### config.mk
export PLATFORM = sky130hd
export DESIGN_NAME = flatten_buffer
export DESIGN_NICKNAME = d
export VERILOG_FILES = /design/src/rtl/flatten_buffer.sv
export SDC_FILE = /design/constraint.sdc
export NUM_CORES = 2
export LEC_CHECK = 0
export ABC_AREA = 1
export BUFFER_PORTS_ARGS = -buffer_cell sky130_fd_sc_hd__buf_2
export CAP_MARGIN = 10
export CORE_UTILIZATION = 55
export DETAILED_ROUTE_END_ITERATION = 7
export PLACE_DENSITY = 0.71
export SLEW_MARGIN = 15
export SYNTH_ARGS = -nofsm -noshare
export SYNTH_HDL_FRONTEND = slang
export SYNTH_SLANG_ARGS = --single-unit
### constraint.sdc
create_clock -name clk -period 47.8 [get_ports clk]
set_clock_uncertainty 0.05 [all_clocks]
set_input_delay 2.39 -clock clk [delete_from_list [all_inputs] [get_ports clk]]
set_output_delay 2.39 -clock clk [all_outputs]
set_load 0.1 [all_outputs]
### src/rtl/flatten_buffer.sv
// Captures per-kernel pooled feature maps from parallel lanes and streams
// them out kernel-major over valid/ready; entries are cleared as they drain.
module flatten_buffer #(
  parameter int BitSize            = 32,
  parameter int NumberOfK          = 4,
  parameter int ProcessingElements = 2,
  parameter int MapWidth           = 2
) (
  input  logic                                         clk,
  input  logic                                         res,
  input  logic [NumberOfK-1:0]                         in_valid,
  input  logic [ProcessingElements-1:0][BitSize-1:0]   in_data,
  input  logic                                         in_set_done,
  output logic                                         in_ready,
  output logic                                         out_valid,
  output logic [BitSize-1:0]                           out_data,
  output logic                                         out_last,
  input  logic                                         out_ready,
  output logic                                         err_overflow,
  output logic                                         err_underflow
);

  localparam int MAP_SIZE = MapWidth * MapWidth;
  localparam int DEPTH    = NumberOfK * MAP_SIZE;
  localparam int WCW      = $clog2(MAP_SIZE + 1);
  localparam int PW       = $clog2(DEPTH);

  typedef enum logic [0:0] {
    FILL  = 1'b0,
    DRAIN = 1'b1
  } state_t;

  state_t                   state_r;
  state_t                   state_next_s;
  logic [BitSize-1:0]       mem_r      [DEPTH];
  logic [WCW-1:0]           wc_r       [NumberOfK];
  logic [WCW-1:0]           wc_next_s  [NumberOfK];
  logic [PW-1:0]            wr_addr_s  [NumberOfK];
  logic [PW-1:0]            rd_ptr_r;
  logic [NumberOfK-1:0]     accept_s;
  logic [NumberOfK-1:0]     drop_s;
  logic [ProcessingElements-1:0] lane_taken_s;
  logic                     all_full_s;
  logic                     rd_fire_s;
  logic                     rd_last_s;
  logic                     err_overflow_r;
  logic                     err_underflow_r;

  // Write arbitration: lowest kernel wins its lane; full or losing kernels drop.
  always_comb begin
    lane_taken_s = '0;
    accept_s     = '0;
    drop_s       = '0;
    all_full_s   = 1'b1;
    for (int k = 0; k < NumberOfK; k++) begin
      wc_next_s[k] = wc_r[k];
      wr_addr_s[k] = PW'(k * MAP_SIZE) + PW'(wc_r[k]);
      if (state_r == FILL && in_valid[k] && wc_r[k] < WCW'(MAP_SIZE) &&
          !lane_taken_s[k % ProcessingElements]) begin
        accept_s[k]                           = 1'b1;
        lane_taken_s[k % ProcessingElements]  = 1'b1;
        wc_next_s[k]                          = wc_r[k] + WCW'(1);
      end else begin
        drop_s[k] = in_valid[k];
      end
      if (wc_next_s[k] != WCW'(MAP_SIZE)) begin
        all_full_s = 1'b0;
      end else begin
        all_full_s = all_full_s;
      end
    end
  end

  assign rd_fire_s = (state_r == DRAIN) && out_ready;
  assign rd_last_s = (rd_ptr_r == PW'(DEPTH - 1));

  // State register.
  always_ff @(posedge clk or posedge res) begin
    if (res) begin
      state_r <= FILL;
    end else begin
      state_r <= state_next_s;
    end
  end

  // Next-state logic: completion or set_done ends FILL; last handshake ends DRAIN.
  always_comb begin
    state_next_s = state_r;
    case (state_r)
      FILL: begin
        if (all_full_s || in_set_done) begin
          state_next_s = DRAIN;
        end else begin
          state_next_s = FILL;
        end
      end
      DRAIN: begin
        if (rd_fire_s && rd_last_s) begin
          state_next_s = FILL;
        end else begin
          state_next_s = DRAIN;
        end
      end
      default: state_next_s = FILL;
    endcase
  end

  // Memory, counters, read pointer and sticky error flags.
  always_ff @(posedge clk or posedge res) begin
    if (res) begin
      for (int i = 0; i < DEPTH; i++) begin
        mem_r[i] <= '0;
      end
      for (int k = 0; k < NumberOfK; k++) begin
        wc_r[k] <= '0;
      end
      rd_ptr_r        <= '0;
      err_overflow_r  <= 1'b0;
      err_underflow_r <= 1'b0;
    end else begin
      for (int k = 0; k < NumberOfK; k++) begin
        if (accept_s[k]) begin
          mem_r[wr_addr_s[k]] <= in_data[k % ProcessingElements];
        end
      end
      if (rd_fire_s) begin
        mem_r[rd_ptr_r] <= '0;
      end
      if (rd_fire_s && rd_last_s) begin
        for (int k = 0; k < NumberOfK; k++) begin
          wc_r[k] <= '0;
        end
        rd_ptr_r <= '0;
      end else begin
        for (int k = 0; k < NumberOfK; k++) begin
          wc_r[k] <= wc_next_s[k];
        end
        if (rd_fire_s) begin
          rd_ptr_r <= rd_ptr_r + PW'(1);
        end
      end
      err_overflow_r  <= err_overflow_r | (|drop_s);
      err_underflow_r <= err_underflow_r |
                         ((state_r == FILL) && in_set_done && !all_full_s);
    end
  end

  // Output decode; out_data is forced to zero outside DRAIN.
  always_comb begin
    in_ready      = (state_r == FILL);
    out_valid     = (state_r == DRAIN);
    out_last      = (state_r == DRAIN) && rd_last_s;
    err_overflow  = err_overflow_r;
    err_underflow = err_underflow_r;
    if (state_r == DRAIN) begin
      out_data = mem_r[rd_ptr_r];
    end else begin
      out_data = '0;
    end
  end

endmodule

==> impl_metrics.py <==
metrics = {
    "clocking": {
        "cts_tree": "yes",
        "cts_repair_resize_count": 0,
        "path_clk_slew_ns": 0.06,
        "postCtsHoldBufs": 0,
        "h-tree-depth": 2,
        "max-clock-path-buffers": 3,
        "clockRootBuffer": "clkbuf_16",
        "cts_buffers": 56,
        "post_cts_buffers": 0,
        "clk_latency_ns": 0.63,
        "cts.sinks": 531,
    },
    "sta": {
        "slew_headroom": 0.153,
        "setup_tns_ns": 0,
        "setup_viol": 0,
        "final_max_slew_viol_count": 0,
        "timing.fmax_mhz": 147,
        "period_minus_slack_ns": 6.79,
        "period_share": 0.142,
        "rsz0062_at_grt": "no",
        "hold_viol_final": 0,
        "tightest_slew_ns": 1.26,
    },
    "drt": {
        "dr.pass1.iters": 6,
        "drc": 0,
        "wl_per_cell_um": 23.7,
        "wirelength_um": 95300,
        "ant_nets": 0,
        "via_per_inst": 6.34,
        "num_vias": 25496,
        "drt_iter0_drc": 2947,
    },
    "floorplanning": {
        "core_region_area_sq_mm": 0.0478,
        "start_util": 0.559,
        "rows": 80,
        "fp.dieArea_sq_mm": 0.0496,
        "dieHeight_um": 223,
        "die_w_um": 223,
        "pin_count": 109,
    },
    "flow_run": {
        "max_cap_viol_count": 0,
    },
    "global_route": {
        "grt_pass1_vias": 24444,
        "grtUsageMet3": 0.0845,
        "grt_max_degree": 214,
        "antenna_found_initial": 6,
        "grt_use_total": 0.387,
        "overflow": 0,
        "use_met2": 0.578,
        "use_met1": 0.504,
        "grt_pass1_wl_um": 146000,
        "top_usage_layer": "met2",
    },
    "synthesis": {
        "avgSynthCellArea_sq_um": 7.83,
        "syn_nets": 3507,
        "synth_area_leader_cell": "dfrtp_1",
        "ys_types": 34,
        "synthArstFlopShare": 1.00,
        "ys.flop_type": "dfrtp_1",
        "seq_area_frac_synth": 0.496,
        "synth_common_cells": "a21oi_1, dfrtp_1, o21ai_0",
        "yosys.area.top_type_share": 0.496,
        "yosysMostFrequentCell": "a21oi_1",
        "synth_edf_count": 0,
        "synth_area_leaders": "dfrtp_1, a21oi_1, o21ai_0",
        "syn-cell-area_sq_mm": 0.0268,
        "ys_ff_latch": 531,
        "ys_warn_count": 0,
        "synthesis.instances": 3417,
    },
    "layout": {
        "regArea_sq_mm": 0.0133,
        "layout.nets": 3442,
        "drive_gt1_frac": 0.0835,
        "areaGrowthSynthToFinish_pct": 9.48,
        "fillCellCount": 4276,
        "fin_util": 0.612,
        "multi_input_area_sq_mm": 0.0110,
    },
    "status": {
        "status": "finished, final reports clean",
    },
    "power": {
        "power.density_mw_per_mm2": 74.8,
        "p_leak_nw": 14.3,
        "vdd_ir_drop_max_mv": 0.0652,
        "total_power_mw": 2.19,
    },
    "worst_setup_path": {
        "required_ns": 45.36,
        "arrival_ns": 4.35,
        "crit_fanout": 71,
        "worst_setup_path_end_kind": "primary output",
        "critPathLaunchType": "flop",
        "path_class": "flop to primary output",
    },
    "place": {
        "gp_congestion": 0.880,
        "numPortBuffers": 108,
        "place_hpwl_um": 54200,
    },
    "worst_hold_path": {
        "hp-class": "flop to flop",
    },
}
[critical path, stage by stage (launching register included)]
cell and delay [ns]:
dfrtp_4 0.60, buf_4 0.77, buf_4 0.81, o21ai_0 0.19, o22ai_1 0.19, nand2_1 0.06
a31oi_1 0.46, buf_2 0.52
[routing by layer]
metal	routed length [um]	share of wire	up-vias
li1	-	-	11333
met1	36500	0.38	12240
met2	41400	0.43	1533
met3	10200	0.11	386
met4	7210	0.076	4
met5	28	0.00029	-
[cell families after synthesis]
logic type                 after synthesis  share of synthesized area
adders and majority gates               18                    0.00841
and+or+nand+nor                        869                      0.129
xor gates and xnor gates                 1                   0.000327
DFF                                    531                      0.496
buffers and inverters                  638                     0.0936
AOI/OAI and AO/OA                     1360                      0.273
[cell type report]
| class | instances | area share |
|---|---|---|
| clock inverter | 15 | 0.00717 |
| clock buffer | 91 | 0.0578 |
| tap | 615 | 0.0263 |
| antenna | 4 | 0.000342 |
| inverter | 363 | 0.0470 |
| sequential | 531 | 0.454 |
| timing repair buffer | 152 | 0.0310 |
| multi-input combinational | 2248 | 0.377 |
[report_power, final]
part	internal [mW]	switching [mW]
Clock	0.268	0.187
Sequential	0.617	0.0893
Combinational	0.258	0.773
[final timing paths]
kind                            slack (ns)  cells past startpoint             to          start
worst max-delay path                 41.01                      7    out_data[1]    rd_ptr_r[1]
worst min-delay path                  0.43                      2  err_underflow  err_underflow
worst max register to register       43.22                      8     mem_r[494]    rd_ptr_r[1]
worst min register to register        0.43                      2  err_underflow  err_underflow
max in group asynchronous            44.31                      3     mem_r[238]            res
min in group asynchronous             1.82                      2      mem_r[13]            res
[placed cells by master (no fill, tap or decap), types with 12 or more instances in the layout]
| cell type | netlist | final |
|---|---|---|
| dfrtp_1 | 531 | 529 |
| nand3_1 | 13 | 12 |
| nand2_1 | 363 | 357 |
| o22ai_1 | 152 | 152 |
| nor3_1 | 35 | 35 |
| buf_2 | 87 | 108 |
| clkbuf_8 | 0 | 14 |
| inv_1 | 353 | 349 |
| nor2_1 | 434 | 429 |
| ha_1 | 18 | 18 |
| buf_4 | 0 | 41 |
| a21oi_1 | 548 | 548 |
| o211ai_1 | 40 | 40 |
| clkbuf_1 | 160 | 20 |
| o21ai_1 | 28 | 28 |
| a31oi_1 | 31 | 31 |
| clkbuf_16 | 0 | 57 |
| a211oi_1 | 63 | 63 |
| o21ai_0 | 496 | 496 |
[per-stage QoR]
stage / cells / cell area, sq um / hold slack (ns) / setup slack (ns)
after floorplan: 3417 / 26800 / 0.425 / 30.52
after global placement: 3908 / 27300 / 0.393 / 41.80
after detailed placement: 3908 / 27300 / 0.410 / 41.86
after CTS: 4014 / 29200 / 0.426 / 41.18
after global routing: 4016 / 29300 / 0.466 / 40.96
final: 4019 / 29300 / 0.432 / 41.01
[sequential cells by signal, summed over array words and instances (netlist names)]
name / flops
err_overflow: 1
mem_r: 512
wc_r: 12
rd_ptr_r: 4
out_valid: 1
err_underflow: 1
(Power assumes the default switching activity.)
